--- config.mk ---
export PLATFORM = sky130hd
export DESIGN_NAME = div_timer
export DESIGN_NICKNAME = d
export VERILOG_FILES = /design/src/rtl/div_timer.sv
export SDC_FILE = /design/constraint.sdc
export NUM_CORES = 1
export LEC_CHECK = 0
export ABC_AREA = 1
export CAP_MARGIN = 15
export CORE_UTILIZATION = 56
export CTS_CLUSTER_SIZE = 12
export DETAILED_ROUTE_END_ITERATION = 8
export PLACE_DENSITY = 0.79
export RECOVER_POWER = 50
export SETUP_SLACK_MARGIN = 0.02
export SYNTH_ARGS = -nofsm -noshare
export SYNTH_HDL_FRONTEND = slang
export SYNTH_SLANG_ARGS = --single-unit
--- constraint.sdc ---
create_clock -name clk -period 4 [get_ports clk]
set_input_delay 0.8 -clock clk [delete_from_list [all_inputs] [get_ports clk]]
set_output_delay 0.8 -clock clk [all_outputs]
set_load 0.03 [all_outputs]
--- src/rtl/div_timer.sv ---
// Free-running system divider plus a programmable interval timer (DIV/TIMA/TMA/TAC)
// on an 8-bit register bus. TIMA counts falling edges of a selected divider tap.
module div_timer #(
    parameter int DIV_W      = 16,
    parameter int TIMER_W    = 8,
    parameter int TAP0       = 9,
    parameter int TAP1       = 3,
    parameter int TAP2       = 5,
    parameter int TAP3       = 7,
    parameter int RELOAD_DLY = 4,
    parameter int DIV_RD_LSB = 8
) (
    input  logic             clk,
    input  logic             reset,
    input  logic             ce,
    input  logic             stop,
    input  logic [1:0]       addr,
    input  logic             wr,
    input  logic [7:0]       wdata,
    output logic [7:0]       rdata,
    output logic [DIV_W-1:0] div_q,
    output logic             irq
);

    typedef enum logic [1:0] {IDLE, DELAY, RELOAD} state_t;

    localparam int CNT_W = (RELOAD_DLY > 2) ? $clog2(RELOAD_DLY) : 1;
    localparam logic [CNT_W-1:0] CNT_LAST = CNT_W'((RELOAD_DLY > 0) ? RELOAD_DLY - 1 : 0);

    logic [DIV_W-1:0]   div;
    logic [TIMER_W-1:0] tima, tima_n;
    logic [TIMER_W-1:0] tma;
    logic [2:0]         tac;
    logic               sel_d, sel_now, tap, tick;
    logic [CNT_W-1:0]   cnt, cnt_n;
    state_t             state, state_n;

    logic wr_div, wr_tima, wr_tma, wr_tac;
    assign wr_div  = wr && (addr == 2'd0);
    assign wr_tima = wr && (addr == 2'd1);
    assign wr_tma  = wr && (addr == 2'd2);
    assign wr_tac  = wr && (addr == 2'd3);

    always_ff @(posedge clk or posedge reset) begin
        if (reset)
            div <= '0;
        else if (wr_div)
            div <= '0;
        else if (ce && !stop)
            div <= div + DIV_W'(1);
    end

    always_comb begin
        case (tac[1:0])
            2'd0:    tap = div[TAP0];
            2'd1:    tap = div[TAP1];
            2'd2:    tap = div[TAP2];
            default: tap = div[TAP3];
        endcase
    end

    // Falling-edge detect on the gated tap; DIV clears and TAC changes that drop
    // sel_now also count as ticks, which is the intended behaviour.
    assign sel_now = tap & tac[2];
    assign tick    = sel_d & ~sel_now;

    always_ff @(posedge clk or posedge reset) begin
        if (reset) begin
            sel_d <= 1'b0;
            tma   <= '0;
            tac   <= '0;
        end else begin
            sel_d <= sel_now;
            if (wr_tma) tma <= wdata[TIMER_W-1:0];
            if (wr_tac) tac <= wdata[2:0];
        end
    end

    always_ff @(posedge clk or posedge reset) begin
        if (reset) begin
            state <= IDLE;
            tima  <= '0;
            cnt   <= '0;
        end else begin
            state <= state_n;
            tima  <= tima_n;
            cnt   <= cnt_n;
        end
    end

    always_comb begin
        state_n = state;
        tima_n  = tima;
        cnt_n   = cnt;
        unique case (state)
            IDLE: begin
                if (wr_tima)
                    tima_n = wdata[TIMER_W-1:0];
                else if (tick) begin
                    if (&tima) begin
                        tima_n  = '0;
                        cnt_n   = '0;
                        state_n = (RELOAD_DLY == 0) ? RELOAD : DELAY;
                    end else
                        tima_n = tima + TIMER_W'(1);
                end
            end
            DELAY: begin
                // A TIMA write here cancels the pending reload and its irq.
                if (wr_tima) begin
                    tima_n  = wdata[TIMER_W-1:0];
                    state_n = IDLE;
                end else begin
                    if (tick) tima_n = tima + TIMER_W'(1);
                    if (ce) begin
                        if (cnt == CNT_LAST) state_n = RELOAD;
                        else                 cnt_n   = cnt + CNT_W'(1);
                    end
                end
            end
            RELOAD: begin
                tima_n  = wr_tma ? wdata[TIMER_W-1:0] : tma;
                state_n = IDLE;
            end
            default: state_n = IDLE;
        endcase
    end

    assign irq   = (state == RELOAD);
    assign div_q = div;

    always_comb begin
        rdata = 8'h00;
        case (addr)
            2'd0: rdata = div[DIV_RD_LSB +: 8];
            2'd1: rdata[TIMER_W-1:0] = tima;
            2'd2: rdata[TIMER_W-1:0] = tma;
            2'd3: rdata = {5'b11111, tac};
        endcase
    end

endmodule
==> results.json <==
{
  "syn_area_um2": 2600,
  "stdcell_area_um2": 3110,
  "avgSynthCellArea_um2": 6.82,
  "setup_tns_ps": 0,
  "fp.coreArea_um2": 4410,
  "path_clk_slew_ps": 70,
  "crit_family": "buffers and inverters",
  "switching_share_pct": 38.2,
  "drtPass1Iterations": 4,
  "finalSetupViolCount": 0,
  "crit_path_max_fanout": 7,
  "track_usage_pct": 26.6,
  "hpwl_mm": 4.73,
  "fin_crit_ps": 3600,
  "critical_path_arrival_ps": 2800,
  "htreeDepth": 2,
  "clk_path_buf_depth": 2,
  "ys_seq_area_share_pct": 38.5,
  "seqPwrFrac_pct": 46.0,
  "start_util_pct": 58.9,
  "comb_power_share_pct": 32.9,
  "portBuffers": 39,
  "final_nets": 446,
  "grt-ovfl-total": 0,
  "vdd_drop_max_mv": 0.270,
  "netlist.area_leader.share_pct": 38.5,
  "slowest_delay_ps": 700,
  "leakage_uw": 0.00160,
  "hold_path.class": "reg2reg",
  "cap_violations": 0,
  "worst_pin_slew_ps": 1300,
  "slowest_stage": "clkdlybuf4s50_1",
  "met3_usage_pct": 5.48,
  "root_buffer": "clkbuf_8",
  "fin_crit_sh_pct": 90.1,
  "status": "finished clean",
  "synth_nets": 402,
  "use_met1_pct": 33.0,
  "cellPowerDensity_nw_per_um2": 393,
  "placed_area_um2": 3040,
  "synth_cell_types": 29,
  "antenna_cells": 0,
  "cts.sinks": 40,
  "grt_max_degree": 25,
  "synth_area_leaders": "dfrtp_1 38%, nand2_1 18%, inv_1 8.7%",
  "whs_ps": 480,
  "dieArea_um2": 4920,
  "num_vias": 2496,
  "use_met2_pct": 47.1,
  "post_cts_buffers": 0,
  "busiest_layer": "met2",
  "max_freq_ghz": 0.277,
  "drt_iter0_drc": 140,
  "worst_setup_path_start_kind": "primary input",
  "yosys_warnings": 0,
  "final_cell_mix": "125 x nand2_1, 62 x inv_1, 40 x dfrtp_1",
  "slew_viol_final": 0,
  "grt_setup_unrepaired": "no",
  "antenna_found_initial": 0,
  "worstSetupPathType": "in2out",
  "ant_nets": 0,
  "relSlewSlack_pct": 13.5,
  "cp-end-kind": "primary output",
  "power_switching_uw": 466,
  "layout_commonest_cell": "nand2_1",
  "drc_errors": 0,
  "wl_per_cell_um": 12.5,
  "multiInputGateArea_um2": 1340,
  "postCtsHoldBufs": 0,
  "cts.repair.resized": 0,
  "cts_tree": "yes",
  "via_per_inst": 5.23,
  "yosys.area.top_type": "dfrtp_1",
  "die_x_um": 70.1,
  "fin_skew_ps": 7.02,
  "required_ps": 3200,
  "cp.buffers_inverters": 4,
  "num_rows": 24,
  "fill_cells": 391,
  "wl_mm": 5.97,
  "ys_seq_elements": 40,
  "p_clk_share_pct": 21.1,
  "sequential_cell_area_um2": 1000,
  "clock_latency_ps": 300,
  "fp.dieH_um": 70.1,
  "area_delta_synth_final_pct": 19.5,
  "first_global_vias": 2348,
  "grt_pass1_wl_mm": 10.4,
  "internal_power_uw": 754,
  "netlist_instances": 381,
  "cts-buffers-inserted": 5,
  "crit_chain": "dlygate4sd3_1 -> inv_1 -> nand2_1 -> inv_1 -> nand2_1 -> o21ai_0 -> a21oi_1 -> o21ai_0 -> clkdlybuf4s50_1",
  "ios": 40,
  "globalplace.congestion": 0.902,
  "finalHoldViolCount": 0,
  "drive_gt1_share_pct": 4.47
}
## through the flow
stage / power (µW) / instances / util [%] / setup slack, ps
5_1_grt: 1310 / 477 / 70.4 / 234
2_1_floorplan: 825 / 381 / - / 1440
3_5_place_dp: 970 / 470 / 68.9 / 523
4_1_cts: 1230 / 477 / 70.7 / 510
6_report: 1220 / 477 / 70.4 / 396
3_3_place_gp: 960 / 470 / 68.9 / 537
## logic make-up (layout without fill, tap and decap cells)
family	count (synthesis)	after routing	share of synthesized area, %
simple gates	218	218	36.6
buf+inv	65	109	9.77
compound gates	47	47	10.6
flops	40	40	38.5
fa+ha+maj	6	6	2.89
xor+xnor	5	5	1.68
## power by group through the flow
stage	logic, µW	clock network (µW)	registers (µW)
after global placement	394	0	566
after CTS	405	266	559
after global routing	453	282	571
final	401	258	561
after floorplan	268	0	557
after detailed placement	404	0	566
## per-layer routing
metal	up-vias	routed length [µm]	part of all wire, %
li1	1296	-	-
met1	1125	2610	44
met2	71	2970	50
met3	4	346	5.8
met4	0	45	0.75
met5	-	0	0
## worst min-delay path, cell delays in order, from the launching register on
cell and delay, ps:
dfrtp_1 350, nand2_1 50, nand2_1 50
## Yosys cell counts (all sizes together)
library cell / instances
dfrtp: 40
o211ai: 2
nand4: 8
a31oi: 1
nor3: 5
inv: 62
nand2: 129
nor2: 38
a221oi: 3
ha: 6
a21oi: 12
buf: 3
xor2: 3
a22oi: 1
o22ai: 1
nand3: 33
xnor2: 2
o21ai: 26
o221ai: 1
or2: 1
and2: 4
## sequential cells by signal, summed over array words and instances, names as in the netlist
| register | cells |
|---|---|
| cnt | 2 |
| tac | 3 |
| state | 2 |
| tima | 8 |
| sel_d | 1 |
| div_q | 16 |
| tma | 8 |
## worst paths after layout
check | cells after the start | end | start | slack, ps
max | 9 | rdata[0] | addr[0] | 400
min | 2 | cnt[1] | cnt[1] | 480
max reg2reg | 13 | tima[4] | state[0] | 2100
min reg2reg | 2 | cnt[1] | cnt[1] | 480
max in group asynchronous | 3 | tma[6] | reset | 1380
min in group asynchronous | 2 | div_q[5] | reset | 1010
## layout make-up
type / instances / share of cell area [%]
flip-flops and latches: 40 / 32.2
inverters: 62 / 7.49
repair buffers: 40 / 12.7
well taps: 52 / 2.09
clock buffers: 6 / 2.34
clock inverters: 1 / 0.161
multi-input cells: 276 / 43.0
Note: power is estimated with default switching activity, not from simulation.
